$ cat src/rtl/csi2_px_deserializer_wide_if.sv
// csi2_px_deserializer_wide_if: AXI4-Stream bundle shared by the pixel deserializer's input and output sides
interface axi4_stream_if #(
    parameter int DW = 8
);
    localparam int KW = (DW + 7) / 8;
    logic [DW-1:0] tdata;
    logic [KW-1:0] tkeep;
    logic [KW-1:0] tstrb;
    logic          tvalid;
    logic          tready;
    logic          tlast;
    logic          tuser;
    logic          tid;
    logic          tdest;
    modport master(output tdata, tkeep, tstrb, tvalid, tlast, tuser, tid, tdest, input tready);
    modport slave(input tdata, tkeep, tstrb, tvalid, tlast, tuser, tid, tdest, output tready);
endinterface

$ cat src/rtl/csi2_px_deserializer_wide.sv
// csi2_px_deserializer_wide: splits each packed multi-pixel stream word into RATIO zero-extended beats, LSB pixel first
module csi2_px_deserializer_wide #(
    parameter int PX_W     = 10,
    parameter int IN_PX    = 4,
    parameter int OUT_PX   = 1,
    parameter int OUT_PX_W = 16
) (
    input  logic                 clk_i,
    input  logic                 rst_i,
    input  logic                 frame_start_i,
    axi4_stream_if.slave         pkt_i,
    axi4_stream_if.master        pkt_o,
    output logic [15:0]          line_px_o
);
    localparam int RATIO = IN_PX / OUT_PX;
    localparam int IW    = RATIO > 1 ? $clog2(RATIO) : 1;
    localparam int IN_W  = IN_PX * PX_W;

    if (IN_PX % OUT_PX != 0) begin : g_bad_ratio
        $error("IN_PX must be a multiple of OUT_PX");
    end
    if (OUT_PX_W < PX_W) begin : g_bad_width
        $error("OUT_PX_W must be at least PX_W");
    end

    logic [IN_W-1:0] data_q;
    logic            last_q;
    logic            user_q;
    logic            full_q;
    logic            start_q;
    logic [IW-1:0]   idx;
    logic            last_slice;
    logic            in_hs;
    logic            out_hs;
    logic [16:0]     line_sum;

    assign last_slice   = idx == IW'(RATIO - 1);
    assign pkt_i.tready = !full_q || (pkt_o.tready && last_slice);
    assign in_hs        = pkt_i.tvalid && pkt_i.tready;
    assign out_hs       = full_q && pkt_o.tready;
    assign line_sum     = {1'b0, line_px_o} + 17'(OUT_PX);

    // a new word may only land while the final slice of the held word leaves
    always_ff @(posedge clk_i or posedge rst_i) begin
        if (rst_i) begin
            data_q    <= '0;
            last_q    <= 1'b0;
            user_q    <= 1'b0;
            full_q    <= 1'b0;
            start_q   <= 1'b0;
            idx       <= '0;
            line_px_o <= '0;
        end else begin
            if (in_hs) begin
                data_q <= pkt_i.tdata;
                last_q <= pkt_i.tlast;
                user_q <= start_q;
                full_q <= 1'b1;
                idx    <= '0;
            end else if (out_hs) begin
                idx    <= last_slice ? '0 : idx + 1'b1;
                full_q <= !last_slice;
            end
            start_q <= frame_start_i || (start_q && !in_hs);
            if (out_hs)
                line_px_o <= pkt_o.tlast ? '0 : line_sum[16] ? 16'hFFFF : line_sum[15:0];
        end
    end

    for (genvar k = 0; k < OUT_PX; k++) begin : g_px
        assign pkt_o.tdata[k*OUT_PX_W +: OUT_PX_W] = OUT_PX_W'(data_q[(int'(idx) * OUT_PX + k) * PX_W +: PX_W]);
    end

    assign pkt_o.tvalid = full_q;
    assign pkt_o.tuser  = user_q && idx == '0;
    assign pkt_o.tlast  = last_q && last_slice;
    assign pkt_o.tkeep  = '1;
    assign pkt_o.tstrb  = '1;
    assign pkt_o.tid    = 1'b0;
    assign pkt_o.tdest  = 1'b0;
endmodule

$ cat src/flat_wrapper.sv
// flat-port wrapper written by rule: the top's interface ports become plain ports
module csi2_px_deserializer_wide_flat 
#(
    parameter int PX_W     = 10,
    parameter int IN_PX    = 4,
    parameter int OUT_PX   = 1,
    parameter int OUT_PX_W = 16
)
  (clk_i, rst_i, frame_start_i, line_px_o, pkt_i_tdata, pkt_i_tkeep, pkt_i_tstrb, pkt_i_tvalid, pkt_i_tlast, pkt_i_tuser, pkt_i_tid, pkt_i_tdest, pkt_i_tready, pkt_o_tdata, pkt_o_tkeep, pkt_o_tstrb, pkt_o_tvalid, pkt_o_tlast, pkt_o_tuser, pkt_o_tid, pkt_o_tdest, pkt_o_tready);
  axi4_stream_if #(.DW(40)) pkt_i_i ();
  axi4_stream_if #(.DW(16)) pkt_o_i ();
  input  logic clk_i;
  input  logic rst_i;
  input  logic frame_start_i;
  output logic [15:0] line_px_o;
  input wire logic [$bits(pkt_i_i.tdata)-1:0] pkt_i_tdata;
  input wire logic [$bits(pkt_i_i.tkeep)-1:0] pkt_i_tkeep;
  input wire logic [$bits(pkt_i_i.tstrb)-1:0] pkt_i_tstrb;
  input wire logic [$bits(pkt_i_i.tvalid)-1:0] pkt_i_tvalid;
  input wire logic [$bits(pkt_i_i.tlast)-1:0] pkt_i_tlast;
  input wire logic [$bits(pkt_i_i.tuser)-1:0] pkt_i_tuser;
  input wire logic [$bits(pkt_i_i.tid)-1:0] pkt_i_tid;
  input wire logic [$bits(pkt_i_i.tdest)-1:0] pkt_i_tdest;
  output wire logic [$bits(pkt_i_i.tready)-1:0] pkt_i_tready;
  output wire logic [$bits(pkt_o_i.tdata)-1:0] pkt_o_tdata;
  output wire logic [$bits(pkt_o_i.tkeep)-1:0] pkt_o_tkeep;
  output wire logic [$bits(pkt_o_i.tstrb)-1:0] pkt_o_tstrb;
  output wire logic [$bits(pkt_o_i.tvalid)-1:0] pkt_o_tvalid;
  output wire logic [$bits(pkt_o_i.tlast)-1:0] pkt_o_tlast;
  output wire logic [$bits(pkt_o_i.tuser)-1:0] pkt_o_tuser;
  output wire logic [$bits(pkt_o_i.tid)-1:0] pkt_o_tid;
  output wire logic [$bits(pkt_o_i.tdest)-1:0] pkt_o_tdest;
  input wire logic [$bits(pkt_o_i.tready)-1:0] pkt_o_tready;
  assign pkt_i_i.tdata = pkt_i_tdata;
  assign pkt_i_i.tkeep = pkt_i_tkeep;
  assign pkt_i_i.tstrb = pkt_i_tstrb;
  assign pkt_i_i.tvalid = pkt_i_tvalid;
  assign pkt_i_i.tlast = pkt_i_tlast;
  assign pkt_i_i.tuser = pkt_i_tuser;
  assign pkt_i_i.tid = pkt_i_tid;
  assign pkt_i_i.tdest = pkt_i_tdest;
  assign pkt_i_tready = pkt_i_i.tready;
  assign pkt_o_tdata = pkt_o_i.tdata;
  assign pkt_o_tkeep = pkt_o_i.tkeep;
  assign pkt_o_tstrb = pkt_o_i.tstrb;
  assign pkt_o_tvalid = pkt_o_i.tvalid;
  assign pkt_o_tlast = pkt_o_i.tlast;
  assign pkt_o_tuser = pkt_o_i.tuser;
  assign pkt_o_tid = pkt_o_i.tid;
  assign pkt_o_tdest = pkt_o_i.tdest;
  assign pkt_o_i.tready = pkt_o_tready;
  csi2_px_deserializer_wide #(.PX_W(PX_W), .IN_PX(IN_PX), .OUT_PX(OUT_PX), .OUT_PX_W(OUT_PX_W)) u_core (.clk_i(clk_i), .rst_i(rst_i), .frame_start_i(frame_start_i), .pkt_i(pkt_i_i), .pkt_o(pkt_o_i), .line_px_o(line_px_o));
endmodule
$ cat config.mk
export PLATFORM = sky130hd
export DESIGN_NAME = csi2_px_deserializer_wide_flat
export DESIGN_NICKNAME = d
export VERILOG_FILES = /design/src/rtl/csi2_px_deserializer_wide_if.sv /design/src/rtl/csi2_px_deserializer_wide.sv /design/src/flat_wrapper.sv
export SDC_FILE = /design/constraint.sdc
export NUM_CORES = 1
export LEC_CHECK = 0
export ABC_CLOCK_PERIOD_IN_PS = 1700
export BUFFER_PORTS_ARGS = -buffer_cell sky130_fd_sc_hd__clkbuf_2
export CAP_MARGIN = 5
export CORE_MARGIN = 3
export CORE_UTILIZATION = 38
export CTS_CLUSTER_DIAMETER = 60
export DETAILED_ROUTE_END_ITERATION = 10
export PLACE_DENSITY_LB_ADDON = 0.25
export SETUP_SLACK_MARGIN = 0.15
export SLEW_MARGIN = 10
export SYNTH_ARGS = -nofsm -noshare
export SYNTH_HDL_FRONTEND = slang
export SYNTH_SLANG_ARGS = --single-unit
$ cat constraint.sdc
create_clock -name clk_i -period 1.7 [get_ports clk_i]
set_input_delay 0.085 -clock clk_i [delete_from_list [all_inputs] [get_ports clk_i]]
set_output_delay 0.085 -clock clk_i [all_outputs]
set_load 0.01 [all_outputs]
# == Yosys cells after proc, flatten, opt, wreduce, memory -nomap -nowiden ==
# Cells that the tools add are included.
# op_classes
addsub,2
n_mul,1
n_eq_ne,1
shifts,1
mux,7
n_reduce_logical,13
# ops
operator,count
40-bit by 32-bit variable part select with 10-bit output,1
16-bit two-way mux,2
"16-bit by 1-bit adder with 17-bit output, second input constant",1
1-bit logical AND,6
2-bit two-way mux,3
"2-bit by 3-bit multiplier with 5-bit output, second input constant",1
1-bit zero test,3
"2-bit by 1-bit adder with 2-bit output, second input constant",1
"2-bit == test, second input constant",1
2-bit zero test,1
1-bit logical OR,2
1-bit two-way mux,2
2-bit nonzero test,1
# totals
reg_bits,62
input_bits,59
output_inout_bits,42
elab_cells,32

# == Longest topological paths before layout ==
# logic_depth
ltp_word,7
ltp_mapped,6
depth_no_buf,6

# == Worst setup path after synthesis ==
# No wires, ideal clock.
# synth_path
path_type,register to register
startpoint,reg u_core.idx[0]
endpoint,reg u_core.data_q[0]
setup_ns,0.128
arrival_ns,1.604
t_required_ns,1.572
path_slack_ns,-0.031
path_stages_with_launch,7
path_buffers,1
synth_period_minus_slack_ns,1.731
path_cell_list,dfrtp_1 ha_1 nand2_1 nand2_1 nand2_1 buf_2 mux2_1
# synth_via
elab_chain_cells,4
# synth_rtl
item,line_no,text
start: declaration,csi2_px_deserializer_wide.sv:31,logic [IW-1:0] idx;
start signal: assignment,csi2_px_deserializer_wide.sv:61,idx <= last_slice ? '0 : idx + 1'b1;
2-bit == test,csi2_px_deserializer_wide.sv:37,assign last_slice = idx == IW'(RATIO - 1);
1-bit logical AND,csi2_px_deserializer_wide.sv:38,assign pkt_i.tready = !full_q || (pkt_o.tready && last_slice);
1-bit logical OR,csi2_px_deserializer_wide.sv:38,
via pkt_i_tready,flat_wrapper.sv:24,output wire logic [$bits(pkt_i_i.tready)-1:0] pkt_i_tready;
1-bit logical AND,csi2_px_deserializer_wide.sv:39,assign in_hs = pkt_i.tvalid && pkt_i.tready;
end signal: assignment,csi2_px_deserializer_wide.sv:55,data_q <= pkt_i.tdata;
end: declaration,csi2_px_deserializer_wide.sv:26,logic [IN_W-1:0] data_q;
# The timed path passes the listed nets, and every way through them passes these cells.
# A chain may end at the register's enable or synchronous reset.

# == Worst setup path after layout ==
# layout_path
startpoint,reg u_core.idx[0]
endpoint,out pkt_o_tdata[9]
# layout_via
elab_chain_cells,2
# layout_rtl
item,line_no,text
2-bit by 3-bit multiplier with 5-bit output,csi2_px_deserializer_wide.sv:71,assign pkt_o.tdata[k*OUT_PX_W +: OUT_PX_W] = OUT_PX_W'(data_q[(int'(idx) * OUT_PX + k) * PX_W +: PX_W]);
40-bit by 32-bit variable part select with 10-bit output,csi2_px_deserializer_wide.sv:71,
end: declaration,flat_wrapper.sv:25,output wire logic [$bits(pkt_o_i.tdata)-1:0] pkt_o_tdata;
# Every way passes these cells.

==> metrics list <==
- The run finished with clean final reports.
- Max-slew violation count: 0
* Part of the power in combinational logic: 40.3%
* Internal cell power: 4330 uW
* Crit-path leading delay family: multiplexers
- After synthesis the netlist holds a flip-flop and latch count of 62.
- Maximum achievable frequency: 609 MHz
* Hold crit path type: input pin to flip-flop
- Count of flip-flops with a built-in enable after synthesis: 0
- Final Worst Setup Slack: 57.0 ps
- First DRT Iteration DRCs: 108
* Share of synthesized area occupied by flip-flops and latches: 51.6%
- For this design the ratio of total power to cell area is 1400 nW/um^2.
- Number of cells on the critical path: 3
* Worst clock skew: 7.01 ps
- Global-route usage over all layers: 17.0%
* Worst Hold Endpoint: u_core.pkt_o.tvalid
- The count of buffers added on input and output ports is 75.
- Clock-pin slew of the registers on the worst-case setup and hold paths: 60 ps
* Largest net degree at the start of global routing: 38
- Pre-Repair DR Iteration Count: 4
* Sum of overflow across all layers after global routing: 0
- The congestion estimate from routability-driven global placement came to 0.879.
- In this run, distinct cell masters in the synthesized netlist total 40.
- Total vias in the final route: 2472
- After routing, the total negative slack on setup checks comes to 0 ps.
* Root buffer selected by CTS: clkbuf_8
- Setup repair after global routing could not meet its margin everywhere.
- Row cnt: 31
- Async SR Flop Fraction: 100%
* Most instantiated flip-flop cell in the synthesis netlist: dfrtp_1
* Post-Route WL: 7470 um
- Worst R2R Start: u_core.idx[0]
- ANT nets after route: 0
- CTS Sinks: 62
* Final cell area excluding filler cells: 4530 um^2
- Period utilization: 96.6%
- Depth of the worst register-to-register path: 6
- Start point of the worst hold path: pkt_i_tvalid
* I/O pin cnt: 101
- The first global-routing pass estimated 11700 um of wire.
- The via count of the first global-routing pass is 2450.
- Along the worst hold path, the cell count comes to 2.
* Leading post-synthesis cells by cell area: dfrtp_1 (52%), mux2_1 (16%), mux4_2 (7.5%)
- Largest driver fanout on the critical path: 7
* Syn Std Cell Area: 3010 um^2
- Proportion of power drawn by the clock network: 20.7%
* Minimum period implied by the final worst setup slack: 1640 ps
* Die boundary width: 95.0 um
* Crit. End Element: output port
- The setup path with the least slack is of type flip-flop to output port.
* Die boundary height: 95.0 um
- For flop-to-flop paths, the worst setup slack is 110 ps.
- After floorplanning, the core was sized to cover 7450 um^2.
- Destination of the worst register-to-register timing path: u_core.data_q[23]
- Effective utilization at floorplan: 40.4%
- Final layout net count: 446
- TritonCTS clock tree: built
* Synth Instances: 239
* Slowest cell on crit path: mux4_2
* Avg WL per Cell: 15.3 um
* Cells traversed along the worst timing path: buf_12 > mux4_2 > clkbuf_2
- In this run the cell area measured after placement is 3600 um^2.
* Area of the die: 9020 um^2
- Counting both buffers and inverters, the worst setup path holds a total of 2.
- Relative to the synthesized area, the layout overhead comes to 50.7%.
- Normalized max-slew margin: 59.7%
- Top post-synthesis cells by count: dfrtp_1 (62), mux2_1 (42), nand2_1 (14)
- The initial antenna violation count was 0.
* Static Leak: 0.00207 uW
- After synthesis, the largest area contributor takes up 51.6% of total cell area.
- Arrival time at the worst endpoint: 1560 ps
- DRC violations left: 0
- The clock tree synthesis step divided the H-tree into 3 levels.
- Number of maximum-capacitance constraint violations: 0
* Mean area per synthesized cell: 12.6 um^2
- In this run the power spent charging and discharging nets is 2020 uW.
- Of the total power, registers draw 39.0%.
- Using the TritonRoute via totals, the vias-per-cell ratio works out to 5.08.
* Critical Path RT: 1620 ps
* Switching part of the total: 31.8%
- For this run, the number of Yosys warnings is 0.
* Number of buffers added by the clock tree synthesis step: 9
- Cell type with the highest aggregate area in the netlist: dfrtp_1
* Final Hold Violating Endpoints: 0
- Among all cell types in the netlist, the one instantiated most often is dfrtp_1.
- Slowest Stage Delay on Critical Path: 520 ps
- Sort of element at the start of the critical path: flip-flop
- The repair_antennas step left the layout with diodes totalling 0.
- Pin slew with the least headroom to its limit: 604 ps
* Latest clock arrival within the worst-skew pair: 330 ps
- Maximum ir drop on the vdd rail: 0.948 mV
- HPWL reported at the end of detailed placement: 4870 um
- Final setup violation count: 0
- Cells with a size suffix above 1 make up 41.0% of the layout.
- Before CTS, the worst setup slack after placement is 46.2 ps.
- The clock passes through at most 2 buffers.
==> what timing repair did <==
item,4_1_cts,5_1_grt
endpoints found under the hold margin,67,0
pin swaps,2,6
hold buffers,43,0
endpoints found under the setup margin,20,67
buffers inserted,3,3
gates resized for setup,12,25
cloned,0,4
==> metrics by stage <==
| stage | hold slack (ps) | std cells | util, % | power, uW |
|---|---|---|---|---|
| floorplan | 177 | 249 | - | 3890 |
| global placement | 183 | 419 | 48.4 | 4620 |
| detailed placement | 192 | 419 | 48.4 | 4690 |
| CTS | 30.5 | 480 | 58.0 | 6200 |
| global route | 84.3 | 487 | 60.9 | 6800 |
| finish | 91.5 | 487 | 60.9 | 6350 |
==> area by class of cell <==
class / count / area [um^2]
inverter: 7 / 30.0
fill: 631 / 2910
timing repair buffer: 146 / 1140
clock buffer: 12 / 165
sequential: 62 / 1560
tap: 99 / 124
multi-input combinational: 158 / 1480
clock inverter: 3 / 42.5
==> registers in the layout (all words and copies together) (netlist names) <==
register	flops
u_core.data_q	40
u_core.line_px_o	16
u_core.idx	2
u_core.last_q	1
u_core.pkt_o.tvalid	1
u_core.start_q	1
u_core.user_q	1
==> layer usage <==
layer  up-vias  share of wire [%]  GRT usage (%)
met5         -                  0              0
met4         0                1.7           7.93
met3        12                5.6           3.59
met2        81                 50           28.1
met1      1216                 43           21.4
li1       1163                  -              -
==> logic make-up (layout without fill, tap and decap cells) <==
family                     count (synthesis)  count (layout)  synth area share [%]
muxes                                     52              52                  23.2
AOI/OAI and AO/OA                         42              42                  9.15
buffers and inverters                     29             168                  5.36
and+or+nand+nor                           49              49                  9.23
other                                      2              12                 0.250
DFF                                       62              62                  51.6
adders and majority gates                  3               3                  1.25
==> placed cells by master, fill, tap and decap left out, drive strengths merged, types with 4 or more instances in the layout <==
cell type	n
nor3	5
dlygate4sd3	43
mux2	42
buf	25
o21ai	6
clkbuf	90
inv	6
conb	12
nand3	5
mux4	10
o31ai	4
a31oi	7
nand2	15
dfrtp	62
a21oi	11
nor2	8
==> power groups by stage <==
| stage | Combinational, uW | Sequential [uW] | Clock, uW |
|---|---|---|---|
| 2_1_floorplan | 1470 | 2420 | 0 |
| 3_3_place_gp | 2200 | 2420 | 0 |
| 3_5_place_dp | 2240 | 2450 | 0 |
| 4_1_cts | 2390 | 2440 | 1370 |
| 5_1_grt | 2810 | 2550 | 1440 |
| 6_report | 2560 | 2470 | 1320 |
==> how the worst max path moves through the flow <==
| stage | startpoint | end | slack [ps] |
|---|---|---|---|
| 5_1_grt | u_core.idx[0] | pkt_o_tdata[9] | 7 |
| 2_1_floorplan | u_core.line_px_o[0] | u_core.line_px_o[3] | 50 |
| 4_1_cts | u_core.idx[0] | pkt_o_tdata[9] | 7 |
| 3_3_place_gp | u_core.line_px_o[0] | u_core.line_px_o[9] | 90 |
| 3_5_place_dp | u_core.line_px_o[0] | u_core.line_px_o[8] | 50 |
| 6_report | u_core.idx[0] | pkt_o_tdata[9] | 60 |
Note: power is estimated with default switching activity, not from simulation.
